<file path="src/rtl/divider_seq_n_bits_pkg.sv">
// Shared types and helpers for the sequential restoring divider.
// State encoding and counter-width function used by the FSM datapath.
package divider_seq_n_bits_pkg;

  typedef enum logic [1:0] {
    IDLE = 2'd0,
    RUN  = 2'd1,
    DONE = 2'd2
  } state_t;

  function automatic int clog2(input int v);
    int r;
    r = 0;
    for (int i = 0; i < 31; i++) begin
      if ((1 << i) < v) r = i + 1;
    end
    return r;
  endfunction

endpackage

</file>
<file path="src/rtl/divider_seq_n_bits_step.sv">
// One restoring-division iteration: shift in a dividend bit,
// trial-subtract the divisor, and shift the quotient bit into Q.
module div_step_n_bits
  import divider_seq_n_bits_pkg::*;
#(
  parameter int N = 8
) (
  input  logic [N:0]   r_i,
  input  logic [N-1:0] q_i,
  input  logic [N-1:0] d_i,
  output logic [N:0]   r_o,
  output logic [N-1:0] q_o
);

  logic [N:0] r_sh;
  logic [N:0] dif;
  logic       ge;

  assign r_sh = {r_i[N-1:0], q_i[N-1]};
  assign ge   = (r_sh >= {1'b0, d_i});
  assign dif  = r_sh - {1'b0, d_i};
  assign r_o  = ge ? dif : r_sh;
  assign q_o  = {q_i[N-2:0], ge};

endmodule

</file>
<file path="src/rtl/divider_seq_n_bits.sv">
// Sequential restoring unsigned divider, one quotient bit per clock.
// Optional macro DIVIDER_DIV0_DETECT_EN adds a divide-by-zero fast path.
module divider_seq_n_bits
  import divider_seq_n_bits_pkg::*;
#(
  parameter int N = 8
) (
  input  logic         clk,
  input  logic         aclr,
  input  logic         start,
  input  logic [N-1:0] dividend,
  input  logic [N-1:0] divisor,
  output logic         busy,
  output logic         done,
  output logic [N-1:0] quotient,
  output logic [N-1:0] remainder,
  output logic         div0
);

  localparam int CW = clog2(N + 1);
  localparam logic [CW-1:0] LAST = CW'(N - 1);

  state_t         state_q, state_d;
  logic [N-1:0]   q_q, q_d;
  logic [N-1:0]   d_q, d_d;
  logic [N:0]     r_q, r_d;
  logic [CW-1:0]  cnt_q, cnt_d;
  logic [N-1:0]   quo_q, quo_d;
  logic [N-1:0]   rem_q, rem_d;
  logic [N:0]     r_nx;
  logic [N-1:0]   q_nx;
`ifdef DIVIDER_DIV0_DETECT_EN
  logic           div0_q, div0_d;
`endif

  div_step_n_bits #(.N(N)) u_step (
    .r_i (r_q),
    .q_i (q_q),
    .d_i (d_q),
    .r_o (r_nx),
    .q_o (q_nx)
  );

  // State and datapath registers, cleared by the async reset.
  always_ff @(posedge clk or negedge aclr) begin
    if (!aclr) begin
      state_q <= IDLE;
      q_q     <= '0;
      d_q     <= '0;
      r_q     <= '0;
      cnt_q   <= '0;
      quo_q   <= '0;
      rem_q   <= '0;
`ifdef DIVIDER_DIV0_DETECT_EN
      div0_q  <= 1'b0;
`endif
    end else begin
      state_q <= state_d;
      q_q     <= q_d;
      d_q     <= d_d;
      r_q     <= r_d;
      cnt_q   <= cnt_d;
      quo_q   <= quo_d;
      rem_q   <= rem_d;
`ifdef DIVIDER_DIV0_DETECT_EN
      div0_q  <= div0_d;
`endif
    end
  end

  // Next-state and datapath update; results load only on entry to DONE.
  always_comb begin
    state_d = state_q;
    q_d     = q_q;
    d_d     = d_q;
    r_d     = r_q;
    cnt_d   = cnt_q;
    quo_d   = quo_q;
    rem_d   = rem_q;
`ifdef DIVIDER_DIV0_DETECT_EN
    div0_d  = div0_q;
`endif
    unique case (1'b1)
      (state_q == IDLE): begin
        if (start) begin
          q_d     = dividend;
          d_d     = divisor;
          r_d     = '0;
          cnt_d   = '0;
          state_d = RUN;
`ifdef DIVIDER_DIV0_DETECT_EN
          if (divisor == '0) begin
            quo_d   = '1;
            rem_d   = dividend;
            div0_d  = 1'b1;
            state_d = DONE;
          end
`endif
        end
      end
      (state_q == RUN): begin
        q_d   = q_nx;
        r_d   = r_nx;
        cnt_d = cnt_q + 1'b1;
        if (cnt_q == LAST) begin
          quo_d   = q_nx;
          rem_d   = r_nx[N-1:0];
`ifdef DIVIDER_DIV0_DETECT_EN
          div0_d  = 1'b0;
`endif
          state_d = DONE;
        end
      end
      (state_q == DONE): begin
        state_d = IDLE;
      end
      default: begin
        state_d = IDLE;
      end
    endcase
  end

  assign busy      = (state_q != IDLE);
  assign done      = (state_q == DONE);
  assign quotient  = quo_q;
  assign remainder = rem_q;
`ifdef DIVIDER_DIV0_DETECT_EN
  assign div0      = div0_q;
`else
  assign div0      = 1'b0;
`endif

endmodule
</file>
<file path="config.mk">
export PLATFORM = sky130hd
export DESIGN_NAME = divider_seq_n_bits
export DESIGN_NICKNAME = d
export VERILOG_FILES = /design/src/rtl/divider_seq_n_bits_pkg.sv /design/src/rtl/divider_seq_n_bits_step.sv /design/src/rtl/divider_seq_n_bits.sv
export SDC_FILE = /design/constraint.sdc
export NUM_CORES = 1
export LEC_CHECK = 0
export CELL_PAD_IN_SITES_DETAIL_PLACEMENT = 1
export CELL_PAD_IN_SITES_GLOBAL_PLACEMENT = 1
export CORE_MARGIN = 8
export CORE_UTILIZATION = 41
export CTS_BUF_LIST = sky130_fd_sc_hd__clkbuf_8
export CTS_CLUSTER_DIAMETER = 60
export CTS_CLUSTER_SIZE = 10
export DETAILED_ROUTE_END_ITERATION = 16
export PLACE_DENSITY = 0.88
export SETUP_SLACK_MARGIN = 0.2
export SYNTH_ARGS = -nofsm -noshare
export SYNTH_HDL_FRONTEND = slang
export SYNTH_SLANG_ARGS = --single-unit
</file>
<file path="constraint.sdc">
create_clock -name clk -period 2.4 [get_ports clk]
set_input_delay 0.48 -clock clk [delete_from_list [all_inputs] [get_ports clk]]
set_output_delay 0.48 -clock clk [all_outputs]
set_load 0.005 [all_outputs]
</file>
==> results.yml <==
layout:
  drive_above_1_share_pct: 12.9
  syn2layout_area_growth_pct: 30.0
  multi_input_area_mm2: 0.00110
  fill_cells: 599
  seq_area_mm2: 0.00115
  num_antenna_cells: 0
  fin_nets: 315
  utilization_pct: 54.0
die:
  die_h_um: 90.0
  initial_utilization_pct: 41.5
  ioPinCount: 38
  die_w_um: 90.0
  core_area_mm2: 0.00541
  num_rows: 27
  die_area_mm2: 0.00809
sta:
  relSlewSlack_pct: 61.6
  fin_worst_skew_ns: 0.00553
  post-route-period-util_pct: 91.7
  drv_slew: 0
  tns_ns: 0
  rsz0062_at_grt: "false"
  worstMarginPinSlew_ns: 0.576
  fmax_mhz: 454
  post-route-min-period_ns: 2.20
  finalSetupViolCount: 0
  hold_violations: 0
place:
  globalplace.congestion: 0.847
  portBuffers: 36
  place_hpwl_um: 4630
detailed_routing:
  route.detailed.drc: 0
  wirelength_um: 6510
  postRouteAntennaNets: 0
  dr.first_iter.drc_count: 72
  post_drt_wl_per_cell_um: 18.1
  dr.pass1.iters: 4
  routed_via_density: 5.26
  dr_total_vias: 1890
yosys:
  avgSynthCellArea_um2: 9.12
  ys_types: 38
  yosysWarnings: 0
  synth.ff_latch_count: 46
  synth_cells: 246
  ys_seq_area_share_pct: 51.3
  yosys-top-cells-count: "52 x nand2_1, 46 x dfrtp_1, 28 x o21ai_0"
  synth_edf_count: 0
  async_reset_ff_share_pct: 100
  synth_top_area_share_pct: 51.3
  ys.flop_type: "dfrtp_1"
  syn_area_mm2: 0.00224
  yosys.area.top_type: "dfrtp_1"
  syn_nets: 275
  yosysMostFrequentCell: "nand2_1"
  synth_area_leaders: "dfrtp_1 51%, nand2_1 8.7%, o21ai_0 6.2%"
clock_tree:
  root_buffer: "clkbuf_8"
  hold_buffers: 0
  max-clock-path-buffers: 2
  cts_tree: "done"
  h-tree-depth: 2
  cts.sinks: 46
  cts.clk_slew.worst_paths_ns: 0.09
  cts_buffers: 5
  clk_latency_ns: 0.31
pwr:
  power_density_mw_per_mm2: 1700
  total_power_w: 0.00497
  leakage_nw: 1.30
  max-vdd-ir-drop_uv: 620
grt:
  grtUsageTotal_pct: 16.4
  grt_max_degree: 25
  grt_pass1_wl_um: 10700
  antenna_found_initial: 0
  grt_pass1_vias: 2118
  gr-total-overflow: 0
outcome:
  outcome: "complete, no violations"
worst_setup_path:
  crit_path_start_kind: "flip-flop"
  path_delay_family: "compound AO/OA/AOI/OAI gates"
  crit_chain: "ha_4, nand2_1, a2111oi_2, a31oi_2, nand2b_4, buf_6, mux2i_4, o21ai_0"
  endpoint_kind: "flip-flop"
  crit_fanout: 6
  critical_path.max_stage_delay_ns: 0.44
  critPathSlowestCell: "dfrtp_1"
  path_buf_inv: 1
  cp.required_ns: 2.57
  critPathArrivalTime_ns: 2.38
  critPathKind: "flip-flop to flip-flop"
flow_run:
  max_cap_violations: 0
hold_path:
  min_path_type: "input pin to asynchronous set/reset pin"
[worst paths after layout]
kind | start | to | slack, ns | depth (start not counted)
worst max-delay path | r_q[3] | r_q[1] | 0.20 | 8
worst min-delay path | aclr | remainder[6] | 0.16 | 1
worst max register to register | r_q[3] | r_q[1] | 0.20 | 8
worst min register to register | quotient[6] | quotient[6] | 0.48 | 2
max in group asynchronous | aclr | state_q[0] | 1.72 | 2
min in group clk | quotient[6] | quotient[6] | 0.48 | 2
[kinds of logic after synthesis]
group / after synthesis / synth area share [%]
DFF: 46 / 51.3
muxes: 7 / 3.35
xor gates and xnor gates: 5 / 1.95
other: 1 / 0.167
AOI/OAI and AO/OA: 54 / 14.6
and+or+nand+nor: 96 / 17.7
buffers and inverters: 27 / 5.02
adders and majority gates: 10 / 5.91
[per-stage QoR]
| step | hold WS, ns | setup slack (ns) | instance area [um^2] | cells |
|---|---|---|---|---|
| global placement | 0.457 | 0.220 | 2700 | 350 |
| CTS | 0.173 | 0.204 | 2830 | 359 |
| global route | 0.194 | 0.106 | 2920 | 359 |
| floorplan | 0.184 | 0.413 | 2240 | 246 |
| detailed placement | 0.463 | 0.0636 | 2700 | 350 |
| finish | 0.158 | 0.199 | 2920 | 359 |
[cell type report]
type / instances / area share [%]
multi-input combinational: 173 / 37.6
clock buffer: 5 / 2.36
inverter: 16 / 2.06
tap: 72 / 3.09
clock inverter: 3 / 0.601
timing repair buffer: 44 / 14.8
sequential: 46 / 39.5
[sequential cells by signal (all words and copies together) (netlist names)]
register   count
cnt_q          4
d_q            8
q_q            8
quotient       8
r_q            8
remainder      8
state_q        2
[where the power goes]
group	leakage, nW	switching, W	internal [W]
Clock	0.0493	0.000280	0.000202
Sequential	0.560	0.000290	0.00117
Combinational	0.689	0.00162	0.00141
[layout by cell type (no fill, tap or decap), types with 2 or more instances in the layout]
cell | synthesis | layout
o21a_1 | 2 | 2
nand2_1 | 52 | 52
ha_1 | 9 | 4
clkbuf_8 | 0 | 5
dfrtp_1 | 46 | 45
mux2i_1 | 6 | 5
nand3_1 | 7 | 7
clkdlybuf4s50_1 | 0 | 35
ha_4 | 0 | 4
a21oi_2 | 0 | 2
nor2_1 | 26 | 26
o22ai_1 | 7 | 7
a21oi_1 | 4 | 2
o21ai_2 | 2 | 3
inv_1 | 15 | 16
o21ai_1 | 1 | 3
nand2b_1 | 3 | 2
xnor2_1 | 4 | 4
o21ai_0 | 28 | 25
nor2b_1 | 2 | 2
nor3_1 | 2 | 2
buf_4 | 1 | 6
[timing repair]
| item | CTS | global route |
|---|---|---|
| pin swaps | 2 | 1 |
| gates resized for setup | 5 | 19 |
| setup endpoints to repair | 12 | 16 |
| buffers inserted | 1 | 0 |
[routing by layer]
metal,routed length [um],part of all wire (%),GRT usage [%]
met5,0,0,0
met3,243,3.7,4.57
met1,2620,40,17.8
met4,208,3.2,6.38
met2,3440,53,29.4
(Power assumes the default switching activity.)
